==> config.mk <==
export PLATFORM = sky130hd
export DESIGN_NAME = branch_predictor
export DESIGN_NICKNAME = d
export VERILOG_FILES = /design/src/rtl/branch_predictor.sv
export SDC_FILE = /design/constraint.sdc
export NUM_CORES = 2
export LEC_CHECK = 0
export BUFFER_PORTS_ARGS = -buffer_cell sky130_fd_sc_hd__buf_2
export CORE_MARGIN = 5
export CORE_UTILIZATION = 35
export CTS_BUF_LIST = sky130_fd_sc_hd__clkbuf_8 sky130_fd_sc_hd__clkbuf_16
export CTS_CLUSTER_DIAMETER = 200
export DETAILED_ROUTE_END_ITERATION = 10
export GPL_ROUTABILITY_DRIVEN = 0
export SLEW_MARGIN = 20
export SYNTH_ARGS = -nofsm -noshare
export SYNTH_HDL_FRONTEND = slang
export SYNTH_SLANG_ARGS = --single-unit
==> constraint.sdc <==
create_clock -name clk -period 12.75 [get_ports clk]
set_input_delay 1.275 -clock clk [delete_from_list [all_inputs] [get_ports clk]]
set_output_delay 1.275 -clock clk [all_outputs]
set_load 0.01 [all_outputs]
==> src/rtl/branch_predictor.sv <==
// Direct-mapped branch target buffer with a 2-bit saturating counter per entry.
// Predicts the next PC at fetch; trains from resolved branches and keeps performance counters.
module branch_predictor #(
  parameter int XLEN    = 32,
  parameter int ENTRIES = 16,
  parameter int CNT_W   = 16
) (
  input  logic             clk,
  input  logic             reset,
  input  logic [XLEN-1:0]  fetch_pc,
  output logic             pred_taken,
  output logic [XLEN-1:0]  pred_target,
  input  logic             upd_valid,
  input  logic [XLEN-1:0]  upd_pc,
  input  logic             upd_taken,
  input  logic [XLEN-1:0]  upd_target,
  input  logic             upd_is_jump,
  input  logic             upd_pred_taken,
  input  logic [XLEN-1:0]  upd_pred_target,
  output logic             mispredict,
  output logic [XLEN-1:0]  correct_pc,
  output logic [CNT_W-1:0] branch_count,
  output logic [CNT_W-1:0] mispredict_count
);
  localparam int INDEX_BITS = $clog2(ENTRIES);
  localparam int TAG_W      = XLEN - INDEX_BITS - 2;

  logic             r_valid  [ENTRIES];
  logic [TAG_W-1:0] r_tag    [ENTRIES];
  logic [XLEN-1:0]  r_target [ENTRIES];
  logic [1:0]       r_ctr    [ENTRIES];
  logic             r_jump   [ENTRIES];
  logic [CNT_W-1:0] r_branch_cnt;
  logic [CNT_W-1:0] r_mispred_cnt;

  logic [INDEX_BITS-1:0] w_fidx;
  logic [TAG_W-1:0]      w_ftag;
  logic                  w_fhit;
  logic [INDEX_BITS-1:0] w_uidx;
  logic [TAG_W-1:0]      w_utag;
  logic                  w_uhit;
  logic                  w_mispredict;

  assign w_fidx = fetch_pc[INDEX_BITS+1:2];
  assign w_ftag = fetch_pc[XLEN-1:INDEX_BITS+2];
  assign w_uidx = upd_pc[INDEX_BITS+1:2];
  assign w_utag = upd_pc[XLEN-1:INDEX_BITS+2];
  assign w_fhit = r_valid[w_fidx] && (r_tag[w_fidx] == w_ftag);
  assign w_uhit = r_valid[w_uidx] && (r_tag[w_uidx] == w_utag);

  // Fetch-side lookup and resolve-side mispredict detection
  always_comb begin
    pred_taken   = 1'b0;
    pred_target  = fetch_pc + XLEN'(4);
    w_mispredict = 1'b0;
    correct_pc   = upd_pc + XLEN'(4);
    if (w_fhit && (r_jump[w_fidx] || r_ctr[w_fidx][1])) begin
      pred_taken  = 1'b1;
      pred_target = r_target[w_fidx];
    end else begin
      pred_taken  = 1'b0;
    end
    if (upd_taken) begin
      correct_pc = upd_target;
    end else begin
      correct_pc = upd_pc + XLEN'(4);
    end
    if (upd_valid) begin
      w_mispredict = (upd_pred_taken != upd_taken) ||
                     (upd_taken && (upd_pred_target != upd_target));
    end else begin
      w_mispredict = 1'b0;
    end
  end

  assign mispredict       = w_mispredict;
  assign branch_count     = r_branch_cnt;
  assign mispredict_count = r_mispred_cnt;

  // Table training: hits adjust counters, taken misses allocate over the indexed entry
  always_ff @(posedge clk) begin
    if (reset) begin
      for (int i = 0; i < ENTRIES; i++) begin
        r_valid[i]  <= 1'b0;
        r_tag[i]    <= '0;
        r_target[i] <= '0;
        r_ctr[i]    <= 2'b01;
        r_jump[i]   <= 1'b0;
      end
    end else if (upd_valid) begin
      if (w_uhit) begin
        if (upd_taken) begin
          r_target[w_uidx] <= upd_target;
          if (r_ctr[w_uidx] != 2'b11) r_ctr[w_uidx] <= r_ctr[w_uidx] + 2'b01;
        end else begin
          if (r_ctr[w_uidx] != 2'b00) r_ctr[w_uidx] <= r_ctr[w_uidx] - 2'b01;
        end
        r_jump[w_uidx] <= upd_is_jump;
      end else if (upd_taken) begin
        r_valid[w_uidx]  <= 1'b1;
        r_tag[w_uidx]    <= w_utag;
        r_target[w_uidx] <= upd_target;
        r_ctr[w_uidx]    <= 2'b10;
        r_jump[w_uidx]   <= upd_is_jump;
      end
    end
  end

  // Saturating performance counters
  always_ff @(posedge clk) begin
    if (reset) begin
      r_branch_cnt  <= '0;
      r_mispred_cnt <= '0;
    end else if (upd_valid) begin
      if (r_branch_cnt != {CNT_W{1'b1}}) r_branch_cnt <= r_branch_cnt + CNT_W'(1);
      if (w_mispredict && (r_mispred_cnt != {CNT_W{1'b1}}))
        r_mispred_cnt <= r_mispred_cnt + CNT_W'(1);
    end
  end
endmodule

==> flow_summary.toml <==
[clocking]
cts_setup_buffers = 0
hold_buffers = 0
tritoncts = "built"
clock_sinks = 1024
clock_latency_ns = 0.76
numCtsBuffers = 111
h-tree-depth = 3
cts_max_path_buffers = 3
clkTransAtPathRegs_ns = 0.06
clockRootBuffer = "clkbuf_16"
cts_resized = 0

[power]
p_int_uw = 6080
swShare_pct = 25.1
vdd.ir_drop.worst_v = 0.000115
leakagePower_uw = 0.0216
p_per_area_nw_per_um2 = 137
power_frac_clock_pct = 40.7
p_switching_uw = 2030
combPwrFrac_pct = 11.0
p_seq_share_pct = 48.3

[timing]
rsz0062_at_grt = "no"
hold_viol_final = 0
tightest_slew_ns = 1.18
finalCritPeriodShare_pct = 62.0
drv_slew = 0
setup-violations-final = 0
tns_ns = 0
relSlewSlack_pct = 20.9
min_period_ns = 7.90
fmax_mhz = 127
clock_skew_ns = 0.0823

[worst_setup_path]
required_ns = 11.48
cp.arrival_ns = 6.63
start_kind = "input port"
critPathCaptureType = "output port"
crit_chain = "buf_8, buf_4, mux4_2, mux4_2, xnor2_1, nand2_1, nor3_1, nand4_1, nor4_4, buf_4, mux2_2, buf_2"
crit_slowest_cell = "buf_4"
critPathKind = "input port to output port"
cp_max_fo = 77
slowest_delay_ns = 0.84

[synth]
synthCells = 3653
syn_area_per_cell_um2 = 14.3
synth_most_common_cell = "edfxtp_1"
synth_edf_count = 976
async_flop_share_pct = 0
synth_nets = 3794
ys.flop_type = "edfxtp_1"
yosysTopAreaCell = "edfxtp_1"
ys_ff_latch = 1024
synthTopCellsByArea = "edfxtp_1 56%, mux4_2 17%, and2_1 5.4%"
synthTopCellsByCount = "976 x edfxtp_1, 454 x and2_1, 436 x and3_1"
netlist_area_um2 = 52400
synth.top_cell.area_share_pct = 55.9
yosysWarnings = 0
yosysUniqueCellTypes = 57
seq_area_frac_synth_pct = 57.8

[drt]
wl_met3_um = 21500
drt_iter0_markers = 4646
drcViolationCount = 0
drt-total-wl_um = 183000
vias = 34100
drt-met1-wl_um = 72100
ant_nets = 0
dr.pass1.iters = 8
viasPerCell = 5.86
wire_per_inst_um = 31.5
dr_wl_met2_um = 83800
top_layer_used = "met5"

[global_routing]
antenna_found_initial = 27
grt_overflow = 0
grt_pass1_wl_um = 259000
track_usage_pct = 22.9
grt_pass1_vias = 33700
grt_max_degree = 228

[final_layout]
area_growth_pct = 13.2
fin_nets = 3837
layout.cells.non_filler = 5825
layout-drive-gt1-share_pct = 25.1

[die]
start_util_pct = 35.1
num_rows = 142
fp.dieW_um = 397
die_area_um2 = 158000
io_pins = 232
dieHeight_um = 397
coreArea_um2 = 149000

[run]
drv_cap = 0

[status]
status = "complete, no violations"

[worst_hold_path]
min_path_type = "flop to flop"

[placement]
dp.cells = 5598
io_buffers = 231
dp_hpwl_um = 106000
## worst paths after layout
kind	startpoint	to	slack, ns	depth (start not counted)
hold / removal	r_valid[7]$_DFF_P_	r_valid[7]$_DFF_P_	0.49	1
hold reg to reg	r_valid[7]$_DFF_P_	r_valid[7]$_DFF_P_	0.49	1
setup / recovery	fetch_pc[2]	pred_target[11]	4.85	12
setup reg to reg	r_tag[4][19]$_SDFFCE_PN0P_	r_tag[0][4]$_SDFFCE_PN0P_	7.63	10
## metal layers
layer | track usage (%) | up-vias
met4 | 6.52 | 8
li1 | - | 14100
met1 | 31.5 | 17600
met2 | 35.6 | 2046
met5 | 0 | -
met3 | 6.42 | 360
## cells by family (layout without fill, tap and decap cells)
| group | Yosys count | count (layout) | share of synthesized area [%] |
|---|---|---|---|
| mux | 490 | 490 | 18.6 |
| simple gates | 1337 | 1337 | 14.7 |
| other cells | 0 | 18 | 0 |
| fa+ha+maj | 7 | 7 | 0.167 |
| xor+xnor | 174 | 174 | 2.91 |
| buf+inv | 397 | 535 | 3.08 |
| flops | 1024 | 1024 | 57.8 |
| compound gates | 224 | 224 | 2.78 |
## sequential cells by signal (all words and copies together), names as in the netlist
name,flops
mispredict_count,16
r_jump,16
r_ctr,32
r_tag,416
branch_count,16
r_valid,16
r_target,512
## per-stage QoR
stage | power, µW | worst slack (ns) | util, % | hold slack (ns) | area, µm²
final | 8110 | 4.85 | 39.7 | 0.492 | 59300
after global routing | 8340 | 4.51 | 39.7 | 0.506 | 59300
after CTS | 8140 | 4.98 | 39.6 | 0.485 | 59200
after detailed placement | 4870 | 4.98 | 37.2 | 0.472 | 55500
after global placement | 4870 | 5.05 | 37.2 | 0.460 | 55500
after floorplan | 4490 | 6.83 | - | 0.437 | 52400
## layout by cell type, fill, tap and decap left out, drive strengths merged, types with 17 or more instances in the layout
| cell | synthesis | routed |
|---|---|---|
| edfxtp | 976 | 976 |
| and2 | 455 | 455 |
| and3 | 436 | 436 |
| mux4 | 385 | 385 |
| buf | 79 | 306 |
| nand2 | 113 | 113 |
| clkbuf | 297 | 113 |
| xnor2 | 107 | 107 |
| nor2 | 94 | 94 |
| nor3 | 92 | 92 |
| o21ai | 87 | 87 |
| mux2i | 71 | 71 |
| xor2 | 67 | 67 |
| clkinv | 4 | 55 |
| nand3 | 54 | 54 |
| dfxtp | 48 | 48 |
| inv | 17 | 45 |
| mux2 | 34 | 34 |
| nand4 | 26 | 26 |
| a21oi | 23 | 23 |
| diode | 0 | 18 |
| a22oi | 17 | 17 |
| a21o | 17 | 17 |
| or2 | 17 | 17 |
## critical path, delay by kind of cell
family / cells / cell delay, ns
buf+inv: 4 / 2.08
mux: 3 / 1.52
xor+xnor: 1 / 0.68
simple gates: 4 / 0.72
## cell type report
| class | count | area (µm²) |
|---|---|---|
| clock buffer | 113 | 2820 |
| sequential | 1024 | 30300 |
| clock inverter | 95 | 887 |
| tap | 2016 | 2520 |
| multi-input combinational | 2232 | 20900 |
| fill | 13700 | 90100 |
| antenna | 18 | 45.0 |
| inverter | 21 | 78.8 |
| timing repair buffer | 306 | 1830 |
## power groups by stage
stage / Combinational [µW] / Clock [µW] / Sequential, µW
after floorplan: 525 / 0 / 3960
after global placement: 888 / 0 / 3980
after CTS: 891 / 3330 / 3920
final: 895 / 3300 / 3920
after detailed placement: 888 / 0 / 3990
after global routing: 934 / 3470 / 3930
Note: power is estimated with default switching activity, not from simulation.
